==> src/rtl/sonar_scan_if.sv <==
// -----------------------------------------------------------------------------
// sonar_scan_if
// Purpose : bundles the command channel (host -> sonar block) and the result
//           channel (sonar block -> host) of sonar_scan.
// Signals : in_ctrl[3:0]   command code
//           in_data[23:0]  command argument
//           in_wr          command strobe, one cycle per command
//           out_ctrl[3:0]  [2:0] channel index of the result, [3] always 0
//           out_data[23:0] [WIDTH-1:0] measurement, [23] timeout/overflow flag
//           out_wr         result valid
//           out_wr_rdy     result accepted
// Modports: slave  - the sonar block (takes commands, offers results)
//           master - the host side (issues commands, accepts results)
//
// Handshake: in_wr is a fire-and-forget strobe with no back-pressure; every
// cycle with in_wr=1 is one command. On the result side out_wr is the valid
// and out_wr_rdy the ready: once out_wr rises, out_ctrl/out_data hold stable
// until the cycle where out_wr=1 and out_wr_rdy=1, which completes the
// transfer. out_wr never depends combinationally on out_wr_rdy.
// -----------------------------------------------------------------------------
interface sonar_scan_if;
  logic [3:0]  in_ctrl;
  logic [23:0] in_data;
  logic        in_wr;
  logic [3:0]  out_ctrl;
  logic [23:0] out_data;
  logic        out_wr;
  logic        out_wr_rdy;

  modport slave (
    input  in_ctrl, in_data, in_wr, out_wr_rdy,
    output out_ctrl, out_data, out_wr
  );

  modport master (
    output in_ctrl, in_data, in_wr, out_wr_rdy,
    input  out_ctrl, out_data, out_wr
  );
endinterface

==> src/rtl/sonar_scan.sv <==
// -----------------------------------------------------------------------------
// sonar_scan
// Purpose : drives up to 8 HC-SR04 ultrasonic rangers, measures each echo
//           pulse with a prescaled saturating counter and reports results
//           over a valid/ready result channel with round-robin arbitration.
// Optional: define SONAR_SCAN_AUTO_EN to build the autonomous round-robin scan
//           scheduler (in_ctrl=1 load mask/gap, in_ctrl=2 stop). Without it
//           only single-shot commands (in_ctrl=0) are honoured.
// Ports   : clk           system clock
//           rst           synchronous active-high reset
//           hc04_echo     raw asynchronous echo lines, one per channel
//           hc04_trigger  registered trigger lines, one per channel
//           o_dbg_state   per-channel FSM state, 2 bits per channel
//           bus           sonar_scan_if.slave (command + result channels)
// -----------------------------------------------------------------------------
module sonar_scan #(
  parameter int CHANNELS    = 6,
  parameter int WIDTH       = 12,
  parameter int PREDIV      = 5,
  parameter int TRIG_CYCLES = 1023
) (
  input  logic                  clk,
  input  logic                  rst,
  input  logic [CHANNELS-1:0]   hc04_echo,
  output logic [CHANNELS-1:0]   hc04_trigger,
  output logic [2*CHANNELS-1:0] o_dbg_state,
  sonar_scan_if.slave           bus
);

  localparam int CW = (CHANNELS > 1) ? $clog2(CHANNELS) : 1;
  localparam int TW = (TRIG_CYCLES > 1) ? $clog2(TRIG_CYCLES) : 1;
  localparam logic [TW-1:0]    TLOAD = TW'(TRIG_CYCLES - 1);
  localparam logic [WIDTH-1:0] MAXV  = {WIDTH{1'b1}};
  localparam logic [WIDTH-1:0] MAXM1 = {{(WIDTH-1){1'b1}}, 1'b0};

  typedef enum logic [1:0] {S_IDLE, S_TRIG, S_WAIT, S_MEAS} ch_state_t;

  ch_state_t         r_state   [CHANNELS];
  logic [TW-1:0]     r_tcnt    [CHANNELS];
  logic [WIDTH-1:0]  r_cnt     [CHANNELS];
  logic [WIDTH-1:0]  r_res_val [CHANNELS];
  logic [CHANNELS-1:0] r_res_flag, r_pend, r_trig;
  logic [CHANNELS-1:0] r_echo_s1, r_echo_s2, r_echo_s3;
  logic [PREDIV-1:0] r_presc;
  logic [CW-1:0]     r_last;
  logic              r_out_wr;
  logic [3:0]        r_out_ctrl;
  logic [23:0]       r_out_data;

  logic                w_tick, w_xfer, w_gnt_v;
  logic [CW-1:0]       w_gnt;
  logic [CHANNELS-1:0] w_rise, w_cmd_start, w_scan_start, w_start, w_rep, w_rep_flag;
  logic [WIDTH-1:0]    w_rep_val [CHANNELS];
  logic                w_unused_bits;

  assign w_unused_bits = ^{bus.in_data, bus.in_ctrl};

  assign w_tick      = (r_presc == '0);
  assign w_rise      = r_echo_s2 & ~r_echo_s3;
  assign w_xfer      = r_out_wr & bus.out_wr_rdy;
  assign w_cmd_start = (bus.in_wr && bus.in_ctrl == 4'd0) ? bus.in_data[CHANNELS-1:0] : '0;
  assign w_start     = w_cmd_start | w_scan_start;

  assign hc04_trigger = r_trig;
  assign bus.out_wr   = r_out_wr;
  assign bus.out_ctrl = r_out_ctrl;
  assign bus.out_data = r_out_data;

  always_comb begin
    o_dbg_state = '0;
    for (int i = 0; i < CHANNELS; i++) o_dbg_state[2*i +: 2] = r_state[i];
  end

  // Echo synchroniser (s1/s2) plus one extra stage to find the rising edge.
  always_ff @(posedge clk) begin
    if (rst) begin
      r_echo_s1 <= '0;
      r_echo_s2 <= '0;
      r_echo_s3 <= '0;
      r_presc   <= '0;
    end else begin
      r_echo_s1 <= hc04_echo;
      r_echo_s2 <= r_echo_s1;
      r_echo_s3 <= r_echo_s2;
      r_presc   <= r_presc + 1'b1;
    end
  end

  // Result reports: a timeout after 2^WIDTH-1 idle ticks, or the echo fall.
  // A count that reached all-ones is an overflow and carries the flag.
  always_comb begin
    for (int i = 0; i < CHANNELS; i++) begin
      w_rep[i]      = 1'b0;
      w_rep_val[i]  = MAXV;
      w_rep_flag[i] = 1'b1;
      if (r_state[i] == S_WAIT && !w_rise[i] && w_tick && r_cnt[i] == MAXM1) begin
        w_rep[i] = 1'b1;
      end else if (r_state[i] == S_MEAS && !r_echo_s2[i]) begin
        w_rep[i]      = 1'b1;
        w_rep_val[i]  = r_cnt[i];
        w_rep_flag[i] = (r_cnt[i] == MAXV);
      end
    end
  end

  // Channel FSMs and the result store with its pending bits.
  always_ff @(posedge clk) begin
    if (rst) begin
      for (int i = 0; i < CHANNELS; i++) begin
        r_state[i]   <= S_IDLE;
        r_tcnt[i]    <= '0;
        r_cnt[i]     <= '0;
        r_res_val[i] <= '0;
      end
      r_res_flag <= '0;
      r_pend     <= '0;
      r_trig     <= '0;
    end else begin
      for (int i = 0; i < CHANNELS; i++) begin
        case (r_state[i])
          S_IDLE: if (w_start[i]) begin
            r_state[i] <= S_TRIG;
            r_trig[i]  <= 1'b1;
            r_tcnt[i]  <= TLOAD;
          end
          S_TRIG: if (r_tcnt[i] == '0) begin
            r_state[i] <= S_WAIT;
            r_trig[i]  <= 1'b0;
            r_cnt[i]   <= '0;
          end else begin
            r_tcnt[i] <= r_tcnt[i] - 1'b1;
          end
          // The tick coinciding with the rise is counted so a pulse of
          // N*2^PREDIV clocks always measures N regardless of prescaler phase.
          S_WAIT: if (w_rise[i]) begin
            r_state[i] <= S_MEAS;
            r_cnt[i]   <= {{(WIDTH-1){1'b0}}, w_tick};
          end else if (w_rep[i]) begin
            r_state[i] <= S_IDLE;
          end else if (w_tick) begin
            r_cnt[i] <= r_cnt[i] + 1'b1;
          end
          S_MEAS: if (w_rep[i]) begin
            r_state[i] <= S_IDLE;
          end else if (w_tick && r_cnt[i] != MAXV) begin
            r_cnt[i] <= r_cnt[i] + 1'b1;
          end
          default: r_state[i] <= S_IDLE;
        endcase

        // A report landing in the acceptance cycle keeps the bit set.
        if (w_rep[i]) begin
          r_res_val[i]  <= w_rep_val[i];
          r_res_flag[i] <= w_rep_flag[i];
          r_pend[i]     <= 1'b1;
        end else if (w_xfer && r_last == CW'(i)) begin
          r_pend[i] <= 1'b0;
        end
      end
    end
  end

  // Round-robin search starting one past the last granted channel.
  always_comb begin : p_rr
    int v_idx;
    v_idx   = 0;
    w_gnt_v = 1'b0;
    w_gnt   = r_last;
    for (int k = 1; k <= CHANNELS; k++) begin
      v_idx = int'(r_last) + k;
      if (v_idx >= CHANNELS) v_idx = v_idx - CHANNELS;
      if (!w_gnt_v && r_pend[CW'(v_idx)]) begin
        w_gnt_v = 1'b1;
        w_gnt   = CW'(v_idx);
      end
    end
  end

  // Output register: data is latched at grant, so later overwrites of the
  // store cannot disturb a transfer in progress. Dropping out_wr after each
  // accepted transfer guarantees an idle cycle before the next grant.
  always_ff @(posedge clk) begin
    if (rst) begin
      r_out_wr   <= 1'b0;
      r_out_ctrl <= '0;
      r_out_data <= '0;
      r_last     <= CW'(CHANNELS - 1);
    end else if (r_out_wr) begin
      if (bus.out_wr_rdy) r_out_wr <= 1'b0;
    end else if (w_gnt_v) begin
      r_out_wr   <= 1'b1;
      r_last     <= w_gnt;
      r_out_ctrl <= {1'b0, 3'(w_gnt)};
      r_out_data <= {r_res_flag[w_gnt], {(23-WIDTH){1'b0}}, r_res_val[w_gnt]};
    end
  end

`ifdef SONAR_SCAN_AUTO_EN
  logic [CHANNELS-1:0] r_mask;
  logic [15:0]         r_gap, r_gap_cnt;
  logic [CW-1:0]       r_ptr, r_prev;
  logic                r_prev_v;
  logic                w_prev_idle, w_sel_v, w_fire;
  logic [CW-1:0]       w_sel;

  // Next masked channel in ascending order after the scan pointer; a lone
  // mask bit selects its own channel again.
  always_comb begin : p_scan_sel
    int v_idx;
    v_idx   = 0;
    w_sel_v = 1'b0;
    w_sel   = r_ptr;
    for (int k = 1; k <= CHANNELS; k++) begin
      v_idx = int'(r_ptr) + k;
      if (v_idx >= CHANNELS) v_idx = v_idx - CHANNELS;
      if (!w_sel_v && r_mask[CW'(v_idx)]) begin
        w_sel_v = 1'b1;
        w_sel   = CW'(v_idx);
      end
    end
  end

  assign w_prev_idle = !r_prev_v || (r_state[r_prev] == S_IDLE);
  assign w_fire      = w_prev_idle && (r_gap_cnt == 16'd0) && w_sel_v;

  always_comb begin
    w_scan_start = '0;
    if (w_fire && r_state[w_sel] == S_IDLE) w_scan_start[w_sel] = 1'b1;
  end

  // The gap counter is held at the programmed gap while the previously
  // scanned channel is busy and counts ticks down once it is back in IDLE.
  // A selected channel that is busy is stepped over without waiting.
  always_ff @(posedge clk) begin
    if (rst) begin
      r_mask    <= '0;
      r_gap     <= '0;
      r_gap_cnt <= '0;
      r_ptr     <= CW'(CHANNELS - 1);
      r_prev    <= '0;
      r_prev_v  <= 1'b0;
    end else begin
      if (bus.in_wr && bus.in_ctrl == 4'd1) begin
        r_mask <= bus.in_data[CHANNELS-1:0];
        r_gap  <= bus.in_data[23:8];
      end else if (bus.in_wr && bus.in_ctrl == 4'd2) begin
        r_mask <= '0;
      end

      if (!w_prev_idle) r_gap_cnt <= r_gap;
      else if (r_gap_cnt != 16'd0 && w_tick) r_gap_cnt <= r_gap_cnt - 1'b1;

      if (w_fire) begin
        r_ptr <= w_sel;
        if (r_state[w_sel] == S_IDLE) begin
          r_prev   <= w_sel;
          r_prev_v <= 1'b1;
        end
      end
    end
  end
`else
  assign w_scan_start = '0;
`endif

endmodule

==> src/flat_wrapper.sv <==
// flat-port wrapper written by rule: the top's interface ports become plain ports
module sonar_scan_flat 
#(
  parameter int CHANNELS    = 6,
  parameter int WIDTH       = 12,
  parameter int PREDIV      = 5,
  parameter int TRIG_CYCLES = 1023
)
  (clk, rst, hc04_echo, hc04_trigger, o_dbg_state, bus_in_ctrl, bus_in_data, bus_in_wr, bus_out_wr_rdy, bus_out_ctrl, bus_out_data, bus_out_wr);
  sonar_scan_if bus_i ();
  input  logic clk;
  input  logic rst;
  input  logic [CHANNELS-1:0] hc04_echo;
  output logic [CHANNELS-1:0] hc04_trigger;
  output logic [2*CHANNELS-1:0] o_dbg_state;
  input wire logic [$bits(bus_i.in_ctrl)-1:0] bus_in_ctrl;
  input wire logic [$bits(bus_i.in_data)-1:0] bus_in_data;
  input wire logic [$bits(bus_i.in_wr)-1:0] bus_in_wr;
  input wire logic [$bits(bus_i.out_wr_rdy)-1:0] bus_out_wr_rdy;
  output wire logic [$bits(bus_i.out_ctrl)-1:0] bus_out_ctrl;
  output wire logic [$bits(bus_i.out_data)-1:0] bus_out_data;
  output wire logic [$bits(bus_i.out_wr)-1:0] bus_out_wr;
  assign bus_i.in_ctrl = bus_in_ctrl;
  assign bus_i.in_data = bus_in_data;
  assign bus_i.in_wr = bus_in_wr;
  assign bus_i.out_wr_rdy = bus_out_wr_rdy;
  assign bus_out_ctrl = bus_i.out_ctrl;
  assign bus_out_data = bus_i.out_data;
  assign bus_out_wr = bus_i.out_wr;
  sonar_scan #(.CHANNELS(CHANNELS), .WIDTH(WIDTH), .PREDIV(PREDIV), .TRIG_CYCLES(TRIG_CYCLES)) u_core (.clk(clk), .rst(rst), .hc04_echo(hc04_echo), .hc04_trigger(hc04_trigger), .o_dbg_state(o_dbg_state), .bus(bus_i));
endmodule
==> config.mk <==
export PLATFORM = sky130hd
export DESIGN_NAME = sonar_scan_flat
export DESIGN_NICKNAME = d
export VERILOG_FILES = /design/src/rtl/sonar_scan_if.sv /design/src/rtl/sonar_scan.sv /design/src/flat_wrapper.sv
export SDC_FILE = /design/constraint.sdc
export NUM_CORES = 1
export LEC_CHECK = 0
export ABC_AREA = 1
export CORE_MARGIN = 2
export CORE_UTILIZATION = 55
export CTS_CLUSTER_SIZE = 28
export DETAILED_ROUTE_END_ITERATION = 8
export PLACE_DENSITY = 0.74
export SYNTH_ARGS = -nofsm -noshare
export SYNTH_HDL_FRONTEND = slang
export SYNTH_SLANG_ARGS = --single-unit
==> constraint.sdc <==
create_clock -name clk -period 3.75 [get_ports clk]
set_clock_uncertainty 0.05 [all_clocks]
set_input_delay 0.75 -clock clk [delete_from_list [all_inputs] [get_ports clk]]
set_output_delay 0.75 -clock clk [all_outputs]
set_load 0.03 [all_outputs]
==> impl_metrics.py, run 1 <==
metrics = {
    "cells_and_area": {
        "layout-drive-gt1-share_pct": 6.51,
        "postLayoutCellArea_um2": 16900,
        "leading_cell_type_in_the_layout_fill_and_taps_excluded": "sky130_fd_sc_hd__nand2_1",
        "layout-area-overhead-vs-synth_pct": 13.4,
        "ff_latch_area_um2": 7690,
        "layout_common_cells": "325 x sky130_fd_sc_hd__nand2_1, 299 x sky130_fd_sc_hd__inv_1, 293 x sky130_fd_sc_hd__nor2_1",
        "number_of_fill_cells_in_the_layout": 2225,
        "n_antenna_cell": 0,
        "final_net_count": 1919,
        "multiInputGateArea_um2": 5770,
        "instances_no_fill": 2214,
    },
    "cts": {
        "cts.hold.buffers_added": 0,
        "clock_pin_slew_worst_setup_and_hold_paths_ns": 0.06,
        "cts_tree": "done",
        "cts_repair_resize_count": 0,
        "number_of_clock_buffers_inserted_by_tritoncts": 30,
        "cts_root_buf": "sky130_fd_sc_hd__clkbuf_16",
        "worstSkewPairLatency_ns": 0.55,
        "depth_of_the_cts_h_tree": 1,
        "clkSinkCount": 276,
        "post-cts-setup-buffer-count": 0,
        "ctsLongestPathBuffers": 3,
    },
    "global_routing": {
        "grt_usage_pct": 22.7,
        "overflow": 0,
        "grt_pass1_wl_mm": 53.1,
        "first_global_vias": 11100,
        "antenna_found_initial": 1,
        "largest_net_degree_at_the_start_of_global_routing": 27,
    },
    "die": {
        "die_h_um": 169,
        "die_span_x_um": 169,
        "coreArea_um2": 26800,
        "core.rowCount": 60,
        "floorplan.initialDensity_pct": 55.7,
        "dieArea_um2": 28500,
        "io-pin-count": 85,
    },
    "timing": {
        "final_hold_viol_count": 0,
        "final_period_minus_worst_setup_slack_ns": 3.42,
        "final_max_slew_viol_count": 0,
        "holdWs_ns": 0.358,
        "worst_pin_slew_ns": 0.693,
        "timing.slew.headroom_pct": 53.7,
        "final_number_of_setup_violating_endpoints": 0,
        "clock.fmax_mhz": 293,
        "unrepaired_setup_endpoints_after_global_routing": "no",
        "post-route-period-util_pct": 91.1,
        "setup_total_negative_slack_ns": 0,
    },
    "critical_path": {
        "timing.critical_path.arrival_ns": 3.45,
        "critical_path.slowest_cell": "sky130_fd_sc_hd__nand4_1",
        "critical_path.max_fanout": 13,
        "path_common_cell": "sky130_fd_sc_hd__nand2_1",
        "worst_path_dominant_cell_family": "simple AND/OR/NAND/NOR gates",
        "critical_path_end_type": "flop",
        "cp_cell_sequence": "inv_1, ha_1, nand2_1, nor3_1, buf_4, inv_1, nor4_1, nand4_1, nand2_1, nand2_1, nand2_1, or2_2, nand4_1",
        "criticalPathCategory": "reg2reg",
        "critical_path.max_stage_delay_ns": 0.60,
        "worstPathRequired_ns": 3.78,
        "critical_path.n_buffers_inverters": 3,
        "start_kind": "flop",
    },
    "logic_synthesis": {
        "syn-cell-area_um2": 14900,
        "ys_ff_latch": 276,
        "synth_ff_type": "sky130_fd_sc_hd__edfxtp_1",
        "synthDistinctLibCells": 51,
        "synthArstFlopShare_pct": 0,
        "synth_area_per_cell_um2": 8.40,
        "edff_count_synth": 216,
        "ys_seq_area_share_pct": 51.5,
        "synthesis.instances": 1777,
        "synth.yosys.warnings": 0,
    },
    "power_and_ir_drop": {
        "power.density_nw_per_um2": 784,
        "cellLeakagePower_nw": 7.35,
        "part_of_the_power_in_the_clock_network_pct": 24.1,
        "internal_power_mw": 7.47,
        "total_switching_power_mw": 5.81,
        "comb_power_share_pct": 47.7,
        "vdd_ir_drop_max_mv": 0.774,
        "power_mw": 13.3,
        "pwr-share-seq_pct": 28.2,
        "sw_frac_of_total_pct": 43.7,
    },
    "route": {
        "drt_pre_antenna_iters": 5,
        "route.detailed.vias_per_inst": 5.32,
        "routedWlPerCell_um": 14.7,
        "finalWirelength_mm": 32.5,
        "drc_violations": 0,
        "dr.first_iter.drc_count": 907,
        "vias": 11800,
        "detail-route-antenna-nets": 0,
    },
    "hold_path": {
        "class_of_the_worst_hold_path": "reg2reg",
    },
    "placement": {
        "dpl-instance-area_um2": 15800,
        "place.gp.congestion": 0.925,
        "dp.final_hpwl_mm": 23.7,
        "numPlacedInstances": 2158,
        "number_of_buffer_cells_added_on_primary_ports": 54,
    },
    "run_status": {
        "run_status": "complete, no violations",
    },
    "flow_run": {
        "cap_violations": 0,
    },
}
-- stage by stage --
step / setup WS (ns) / util [%]
3_5_place_dp: 0.269 / 59.1
4_1_cts: 0.231 / 63.1
5_1_grt: 0.0309 / 63.2
6_report: 0.334 / 63.2
3_3_place_gp: 0.390 / 59.1
2_1_floorplan: 0.525 / -
-- registers in the layout (all words and copies together), names as in the netlist --
name and count:
u_core.bus.out_ctrl 2, u_core.bus.out_data 13, u_core.bus.out_wr 1, u_core.hc04_trigger 6, u_core.r_cnt 72, u_core.r_echo_s1 6
u_core.r_echo_s2 6, u_core.r_echo_s3 6, u_core.r_last 3, u_core.r_pend 6, u_core.r_presc 5, u_core.r_res_flag 6
u_core.r_res_val 72, u_core.r_state 12, u_core.r_tcnt 60
-- final timing paths --
check             slack (ns)  depth (start not counted)                 from                   to
hold / removal          0.36                          2  u_core.r_echo_s1[5]  u_core.r_echo_s2[5]
hold reg to reg         0.36                          2  u_core.r_echo_s1[5]  u_core.r_echo_s2[5]
setup / recovery        0.33                         13    u_core.r_presc[0]  u_core.r_cnt[0][60]
setup reg to reg        0.33                         13    u_core.r_presc[0]  u_core.r_cnt[0][60]
-- worst register-to-register path, stage by stage (launching register included) --
cell	delay, ns
sky130_fd_sc_hd__dfxtp_1	0.33
sky130_fd_sc_hd__inv_1	0.06
sky130_fd_sc_hd__ha_1	0.14
sky130_fd_sc_hd__nand2_1	0.05
sky130_fd_sc_hd__nor3_1	0.24
sky130_fd_sc_hd__buf_4	0.23
sky130_fd_sc_hd__inv_1	0.09
sky130_fd_sc_hd__nor4_1	0.37
sky130_fd_sc_hd__nand4_1	0.21
sky130_fd_sc_hd__nand2_1	0.12
sky130_fd_sc_hd__nand2_1	0.08
sky130_fd_sc_hd__nand2_1	0.11
sky130_fd_sc_hd__or2_2	0.27
sky130_fd_sc_hd__nand4_1	0.60
-- power groups by stage --
stage          combinational (mW)  sequential, mW  clock (mW)
2_1_floorplan                4.89            3.89           0
3_3_place_gp                 6.14            3.79           0
3_5_place_dp                 6.20            3.81           0
4_1_cts                      6.26            3.74        3.25
5_1_grt                      7.03            3.77        3.36
6_report                     6.33            3.75        3.20
-- layout make-up --
type | count | share of cell area [%]
repair buffers | 88 | 4.75
flip-flops and latches | 276 | 45.4
clock inverters | 25 | 1.86
inverters | 304 | 6.76
multi-input cells | 1149 | 34.1
clock buffers | 31 | 4.58
well taps | 341 | 2.52
-- synth_stat cells, types with 9 or more instances --
cell	number	area, um2
sky130_fd_sc_hd__nand2_1	325	1220
sky130_fd_sc_hd__inv_1	300	1130
sky130_fd_sc_hd__nor2_1	293	1100
sky130_fd_sc_hd__edfxtp_1	216	6490
sky130_fd_sc_hd__nand3_1	89	445
sky130_fd_sc_hd__a21oi_1	71	355
sky130_fd_sc_hd__o21ai_0	66	330
sky130_fd_sc_hd__dfxtp_1	60	1200
sky130_fd_sc_hd__nor3_1	54	270
sky130_fd_sc_hd__xor2_1	33	289
sky130_fd_sc_hd__ha_1	32	400
sky130_fd_sc_hd__clkbuf_1	23	86.3
sky130_fd_sc_hd__nand4_1	22	138
sky130_fd_sc_hd__xnor2_1	22	193
sky130_fd_sc_hd__buf_4	17	128
sky130_fd_sc_hd__a31oi_1	16	100
sky130_fd_sc_hd__nor4_1	15	93.8
sky130_fd_sc_hd__nand3b_1	14	105
sky130_fd_sc_hd__o31ai_1	12	90.1
sky130_fd_sc_hd__buf_6	9	101
-- kinds of logic after synthesis --
group	synth area share [%]
flops	51.5
other cells	0.0251
simple gates	24.7
fa+ha+maj	2.68
xor+xnor	3.23
compound gates	7.71
buf+inv	10.1
-- metal layers --
layer  routed length [um]  up-vias  share of wire [%]  GRT usage, %
li1                     -     5930                  -             -
met1                14800     5448                 46          31.3
met2                15100      340                 46          37.9
met3                 1740       63                5.3          2.90
met4                  853        2                2.6          6.82
met5                   11        -              0.034             0
Power figures use the tool's default switching activity.
==> run 2, diff against run 1 <==
--- a/config.mk
+++ b/config.mk
@@ -6,11 +6,12 @@
 export NUM_CORES = 1
 export LEC_CHECK = 0
 export ABC_AREA = 1
+export ABC_CLOCK_PERIOD_IN_PS = 3750
 export CORE_MARGIN = 2
 export CORE_UTILIZATION = 55
 export CTS_CLUSTER_SIZE = 28
 export DETAILED_ROUTE_END_ITERATION = 8
-export PLACE_DENSITY = 0.74
+export PLACE_DENSITY = 0.86
 export SYNTH_ARGS = -nofsm -noshare
 export SYNTH_HDL_FRONTEND = slang
 export SYNTH_SLANG_ARGS = --single-unit
==> constraint.sdc (replaced) <==
create_clock -name clk -period 3.75 [get_ports clk]
set_clock_uncertainty 0.05 [all_clocks]
set_input_delay 0.75 -clock clk [delete_from_list [all_inputs] [get_ports clk]]
set_output_delay 0.75 -clock clk [all_outputs]
set_load 0.05 [all_outputs]
==> run 2 against run 1 <==
Register-to-register slack better by 0.03 ns. Clock power decreased by 5%. Sequential share of layout area up 0.33 points. Hold slack got worse by 0.0029 ns. Highest routed layer is now met4. Combinational power up 2%. Total power barely moved. Routed wire length up 6.1%.
==> impl_metrics.py, run 2 (synthesis results as in run 1) <==
metrics = {
    "run_status": {
        "run_status": "complete, no violations",
    },
    "timing": {
        "timing.slew.headroom_pct": 16.6,
        "final_max_slew_viol_count": 0,
        "post-route-period-util_pct": 90.4,
        "worst_pin_slew_ns": 1.24,
        "final_hold_viol_count": 0,
        "setup_total_negative_slack_ns": 0,
        "clock.fmax_mhz": 295,
        "final_number_of_setup_violating_endpoints": 0,
        "final_period_minus_worst_setup_slack_ns": 3.39,
        "timing.final.ws_setup_ns": 0.362,
        "unrepaired_setup_endpoints_after_global_routing": "no",
    },
    "die": {
        "coreArea_um2": 26800,
        "floorplan.initialDensity_pct": 55.7,
        "core.rowCount": 60,
        "dieArea_um2": 28500,
        "io-pin-count": 85,
        "die_span_x_um": 169,
        "die_h_um": 169,
    },
    "cts": {
        "clkSinkCount": 276,
        "worstSkewPairLatency_ns": 0.55,
        "cts.hold.buffers_added": 0,
        "depth_of_the_cts_h_tree": 1,
        "number_of_clock_buffers_inserted_by_tritoncts": 29,
        "cts_tree": "done",
        "ctsLongestPathBuffers": 3,
        "clock_pin_slew_worst_setup_and_hold_paths_ns": 0.06,
        "cts_root_buf": "sky130_fd_sc_hd__clkbuf_16",
    },
    "route": {
        "drc_violations": 0,
        "route.detailed.vias_per_inst": 5.57,
        "dr.first_iter.drc_count": 1335,
        "finalWirelength_mm": 34.5,
        "detail-route-antenna-nets": 0,
        "routedWlPerCell_um": 15.6,
        "drt_pre_antenna_iters": 8,
        "vias": 12300,
    },
    "cells_and_area": {
        "n_antenna_cell": 0,
        "layout_common_cells": "325 x sky130_fd_sc_hd__nand2_1, 299 x sky130_fd_sc_hd__inv_1, 293 x sky130_fd_sc_hd__nor2_1",
        "final_net_count": 1915,
        "layout-drive-gt1-share_pct": 5.84,
        "finalCoreUtilization_pct": 62.7,
        "leading_cell_type_in_the_layout_fill_and_taps_excluded": "sky130_fd_sc_hd__nand2_1",
        "layout-area-overhead-vs-synth_pct": 12.6,
        "reg.largest.list": "u_core.r_cnt (72), u_core.r_res_val (72), u_core.r_tcnt (60)",
    },
    "critical_path": {
        "critical_path.max_stage_delay_ns": 0.37,
        "criticalPathCategory": "reg2reg",
        "critical_path_end_type": "flop",
        "timing.critical_path.arrival_ns": 3.82,
        "cp_cell_sequence": "buf_4, ha_1, ha_1, xor2_1, nand2_1, nand2_1, nand3_2, nand2_2, nand2_4, nor2_8, nand3_4, nand2_4, nand2_4, inv_4, nand2_1, nand2_1, inv_1, nand2_1, nand3_1, a21oi_1",
        "critical_path.slowest_cell": "sky130_fd_sc_hd__ha_1",
        "start_kind": "flop",
        "critical_path.max_fanout": 24,
        "worstPathRequired_ns": 4.18,
        "path_common_cell": "sky130_fd_sc_hd__nand2_1",
    },
    "global_routing": {
        "grt_usage_pct": 24.1,
        "antenna_found_initial": 0,
        "grt_pass1_wl_mm": 56.9,
        "first_global_vias": 11800,
        "largest_net_degree_at_the_start_of_global_routing": 33,
        "overflow": 0,
    },
    "power_and_ir_drop": {
        "power.density_nw_per_um2": 789,
        "vdd_ir_drop_max_mv": 0.696,
        "cellLeakagePower_nw": 7.32,
    },
    "flow_run": {
        "cap_violations": 0,
    },
    "hold_path": {
        "class_of_the_worst_hold_path": "reg2reg",
    },
    "placement": {
        "dp.final_hpwl_mm": 24.1,
        "place.gp.congestion": 0.911,
        "number_of_buffer_cells_added_on_primary_ports": 54,
        "dpl_ws_ns": 0.341,
    },
}
==> run 2: through the flow <==
step                total power [mW]  cell area, um2  cells  hold WS, ns
floorplan                       8.90           15000   1788        0.338
global placement                9.96           15800   2153        0.339
detailed placement              10.1           15800   2153        0.346
finish                          13.3           16800   2209        0.355
global route                    14.1           16800   2209        0.382
CTS                             13.1           16800   2207        0.356
==> run 2: final cells by class <==
class | count | area (um2)
multi-input cells | 1149 | 5770
clock buffers | 34 | 754
repair buffers | 85 | 768
clock inverters | 20 | 246
inverters | 304 | 1140
fillers | 2100 | 10000
well taps | 341 | 427
flip-flops and latches | 276 | 7690
==> run 2: per-layer routing <==
layer	vias to the layer above	GRT usage, %	routed length, um
met3	71	2.71	2630
met2	555	41.0	16400
met5	-	0	0
li1	5913	-	-
met1	5760	33.1	14600
met4	0	6.37	792
==> run 2: critical path, delay by kind of cell (launching register included) <==
| family | cells | cell delay, ns |
|---|---|---|
| fa+ha+maj | 2 | 0.56 |
| flops | 1 | 0.32 |
| xor+xnor | 1 | 0.20 |
| buf+inv | 3 | 0.43 |
| compound gates | 1 | 0.15 |
| simple gates | 13 | 1.61 |
==> run 2: worst paths after layout <==
check                      start                     end  slack [ns]  depth (start not counted)
max             u_core.r_last[0]  u_core.bus.out_data[6]        0.36                         20
max reg2reg     u_core.r_last[0]  u_core.bus.out_data[6]        0.36                         20
min          u_core.r_echo_s1[1]     u_core.r_echo_s2[1]        0.35                          2
min reg2reg  u_core.r_echo_s1[1]     u_core.r_echo_s2[1]        0.35                          2
==> run 2: where the power goes <==
part	total [mW]	internal (mW)	switching (mW)
logic	6.45	1.92	4.53
clock network	3.05	1.84	1.21
registers	3.76	3.57	0.183
total	13.3	7.34	5.92
==> run 2: repair_timing <==
item	4_1_cts	5_1_grt
endpoints found under the setup margin	0	37
hold endpoints to repair	0	0
gates resized for setup	0	2
setup buffers	0	2
==> run 3, diff against run 2 <==
--- a/config.mk
+++ b/config.mk
@@ -5,13 +5,13 @@
 export SDC_FILE = /design/constraint.sdc
 export NUM_CORES = 1
 export LEC_CHECK = 0
-export ABC_AREA = 1
-export ABC_CLOCK_PERIOD_IN_PS = 3750
+export ABC_AREA = 0
+export ABC_CLOCK_PERIOD_IN_PS = 3370
 export CORE_MARGIN = 2
 export CORE_UTILIZATION = 55
 export CTS_CLUSTER_SIZE = 28
 export DETAILED_ROUTE_END_ITERATION = 8
-export PLACE_DENSITY = 0.86
+export PLACE_DENSITY = 0.87
 export SYNTH_ARGS = -nofsm -noshare
 export SYNTH_HDL_FRONTEND = slang
 export SYNTH_SLANG_ARGS = --single-unit
==> constraint.sdc (replaced) <==
create_clock -name clk -period 3.37 [get_ports clk]
set_clock_uncertainty 0.05 [all_clocks]
set_input_delay 0.674 -clock clk [delete_from_list [all_inputs] [get_ports clk]]
set_output_delay 0.674 -clock clk [all_outputs]
set_load 0.05 [all_outputs]
==> run 3 against run 2 <==
Flip-flop and latch count is the same. Die area shrank 3.6%. Hold slack gained 0.031 ns. Combinational power shrank 44%. First-iteration DRC count shrank 17%. Setup slack lost 0.33 ns.
==> impl_metrics.py, run 3 <==
metrics = {
    "run_status": {
        "run_status": "complete, no violations",
    },
    "cells_and_area": {
        "number_of_fill_cells_in_the_layout": 1876,
        "n_antenna_cell": 0,
        "layout_common_cells": "216 x sky130_fd_sc_hd__edfxtp_1, 182 x sky130_fd_sc_hd__nor2_1, 94 x sky130_fd_sc_hd__nand2_1",
        "multiInputGateArea_um2": 6430,
        "layout-area-overhead-vs-synth_pct": 16.2,
        "layout-drive-gt1-share_pct": 11.8,
        "final_net_count": 1511,
        "leading_cell_type_in_the_layout_fill_and_taps_excluded": "sky130_fd_sc_hd__edfxtp_1",
        "ff_latch_area_um2": 7700,
        "reg.largest.list": "u_core.r_cnt (72), u_core.r_res_val (72), u_core.r_tcnt (60)",
        "postLayoutCellArea_um2": 16700,
    },
    "route": {
        "vias": 10700,
        "detail-route-antenna-nets": 0,
        "drt_pre_antenna_iters": 5,
        "finalWirelength_mm": 32.7,
        "drc_violations": 0,
        "dr.first_iter.drc_count": 1114,
        "routedWlPerCell_um": 18.2,
        "route.detailed.vias_per_inst": 5.97,
    },
    "logic_synthesis": {
        "synthDistinctLibCells": 66,
        "muxShareOfSynthArea_pct": 4.18,
        "ys_seq_area_share_pct": 53.5,
        "synth.top_cell.area_share_pct": 45.1,
        "top_post_synthesis_cells_by_count": "216 x sky130_fd_sc_hd__edfxtp_1, 184 x sky130_fd_sc_hd__nor2_1, 94 x sky130_fd_sc_hd__nand2_1",
        "synth_largest_area_cell": "sky130_fd_sc_hd__edfxtp_1",
        "cell_types_occupying_the_most_area_after_synthesis": "sky130_fd_sc_hd__edfxtp_1 45%, sky130_fd_sc_hd__dfxtp_1 8.4%, sky130_fd_sc_hd__nor2_1 4.8%, sky130_fd_sc_hd__xor2_1 3.6%, sky130_fd_sc_hd__xnor2_1 3.2%",
        "edff_count_synth": 216,
        "synth.yosys.warnings": 0,
        "synth_ff_type": "sky130_fd_sc_hd__edfxtp_1",
        "syn-cell-area_um2": 14400,
        "largest_family_of_logic_cells_by_synthesized_area": "simple AND/OR/NAND/NOR gates",
        "synthesis.instances": 1353,
        "synth_most_common_cell": "sky130_fd_sc_hd__edfxtp_1",
        "synth_adder_area_share_pct": 2.79,
        "synth_area_per_cell_um2": 10.6,
        "simple_gate_area_share_of_the_yosys_netlist_pct": 20.2,
        "synthArstFlopShare_pct": 0,
        "ys_ff_latch": 276,
        "synthXorXnorAreaFrac_pct": 6.94,
        "synth_compound_area_share_pct": 8.91,
    },
    "critical_path": {
        "cp_cell_sequence": "buf_6, ha_4, buf_6, a211o_1, o22ai_4, a222oi_1, or4b_1, and4b_1, o21ai_4, mux4_2, a222oi_1, nor2_1",
        "worstPathRequired_ns": 3.75,
        "critical_path.n_buffers_inverters": 2,
        "critical_path.slowest_cell": "sky130_fd_sc_hd__mux4_2",
        "critical_path_end_type": "flop",
        "critical_path.max_stage_delay_ns": 0.53,
        "critical_path.max_fanout": 7,
        "timing.critical_path.arrival_ns": 3.72,
        "worst_path_dominant_cell_family": "compound AO/OA/AOI/OAI gates",
        "criticalPathCategory": "reg2reg",
        "start_kind": "flop",
    },
    "placement": {
        "dp.final_hpwl_mm": 22.2,
        "dpl-instance-area_um2": 15400,
        "dpl_ws_ns": -0.0955,
        "place.gp.congestion": 0.852,
        "number_of_buffer_cells_added_on_primary_ports": 54,
    },
    "flow_run": {
        "cap_violations": 0,
    },
    "cts": {
        "cts.hold.buffers_added": 0,
        "ctsLongestPathBuffers": 3,
        "clock_pin_slew_worst_setup_and_hold_paths_ns": 0.06,
        "depth_of_the_cts_h_tree": 1,
        "cts_tree": "done",
        "number_of_clock_buffers_inserted_by_tritoncts": 29,
        "clkSinkCount": 276,
        "worstSkewPairLatency_ns": 0.54,
        "cts_root_buf": "sky130_fd_sc_hd__clkbuf_16",
    },
    "timing": {
        "final_number_of_setup_violating_endpoints": 0,
        "unrepaired_setup_endpoints_after_global_routing": "yes",
        "timing.slew.headroom_pct": 38.4,
        "final_hold_viol_count": 0,
        "worst_pin_slew_ns": 0.920,
        "clock.fmax_mhz": 300,
        "timing.final.ws_setup_ns": 0.0315,
        "final_period_minus_worst_setup_slack_ns": 3.34,
        "holdWs_ns": 0.386,
        "post-route-period-util_pct": 99.1,
        "final_max_slew_viol_count": 0,
    },
    "die": {
        "core.rowCount": 59,
        "dieArea_um2": 27400,
        "coreArea_um2": 25800,
        "floorplan.initialDensity_pct": 55.6,
        "die_h_um": 166,
        "io-pin-count": 85,
        "die_span_x_um": 166,
    },
    "global_routing": {
        "first_global_vias": 10400,
        "overflow": 0,
        "grt_usage_pct": 22.9,
        "grt_util_met1_pct": 29.7,
        "globalRouteMet2Util_pct": 38.9,
        "grt_use_met3_pct": 3.82,
        "largest_net_degree_at_the_start_of_global_routing": 70,
        "grt.busiest_layer": "met2",
        "grt_pass1_wl_mm": 51.9,
        "antenna_found_initial": 0,
    },
    "power_and_ir_drop": {
        "power.density_nw_per_um2": 660,
        "sw_frac_of_total_pct": 31.5,
        "part_of_the_power_in_the_clock_network_pct": 29.4,
        "vdd_ir_drop_max_mv": 0.588,
        "pwr-share-seq_pct": 38.0,
        "internal_power_mw": 7.55,
        "comb_power_share_pct": 32.6,
        "total_switching_power_mw": 3.47,
        "cellLeakagePower_nw": 6.35,
    },
    "hold_path": {
        "class_of_the_worst_hold_path": "reg2reg",
    },
}
-- run 3: final timing paths --
| path | startpoint | endpoint | slack (ns) | cells past startpoint |
|---|---|---|---|---|
| setup / recovery | u_core.r_last[1] | u_core.bus.out_data[23] | 0.03 | 12 |
| setup reg to reg | u_core.r_last[1] | u_core.bus.out_data[23] | 0.03 | 12 |
| hold reg to reg | u_core.r_echo_s1[2] | u_core.r_echo_s2[2] | 0.39 | 1 |
| hold / removal | u_core.r_echo_s1[2] | u_core.r_echo_s2[2] | 0.39 | 1 |
-- run 3: per-layer routing --
| metal | wire, um | vias to the layer above | share of wire, % |
|---|---|---|---|
| li1 | - | 5029 | - |
| met1 | 13600 | 5193 | 41 |
| met2 | 15900 | 428 | 49 |
| met3 | 2130 | 93 | 6.5 |
| met4 | 1130 | 0 | 3.4 |
| met5 | 0 | - | 0 |
-- run 3: per-stage QoR --
step	setup TNS (ns)	power, mW	cells	util [%]
after global placement	-0.00106	7.17	1734	59.7
after floorplan	-0.211	6.52	1364	-
after CTS	0	10.6	1788	63.6
after global routing	-0.762	11.4	1798	64.7
after detailed placement	-0.490	7.28	1734	59.7
final	0	11.0	1798	64.7
-- run 3: logic make-up (layout without fill, tap and decap cells) --
family                   Yosys count  count (layout)
AND/OR/NAND/NOR                  579             579
flip-flops                       276             276
AO/OA/AOI/OAI                    192             192
XOR/XNOR                         113             113
buffers and inverters            106             205
multiplexers                      54              54
adder cells (fa/ha/maj)           32              32
other                              1              12
-- run 3: what timing repair did --
| action | in CTS | in global routing |
|---|---|---|
| buffers inserted | 1 | 9 |
| cloned | 0 | 1 |
| endpoints found under the setup margin | 13 | 37 |
| resized for setup | 8 | 38 |
| pin swaps | 2 | 10 |
-- run 3: power by group through the flow --
stage	clock network (mW)	registers (mW)	logic [mW]
global route	3.40	4.21	3.80
finish	3.24	4.19	3.59
floorplan	0	4.39	2.13
global placement	0	4.22	2.96
CTS	3.27	4.17	3.17
detailed placement	0	4.23	3.05
-- run 3: final cells by class --
cell class,count,share of cell area (%)
clock buffer,43,5.08
sequential,276,46.1
timing repair buffer,114,6.29
inverter,38,0.854
multi-input combinational,982,38.5
clock inverter,10,0.741
tap,335,2.51
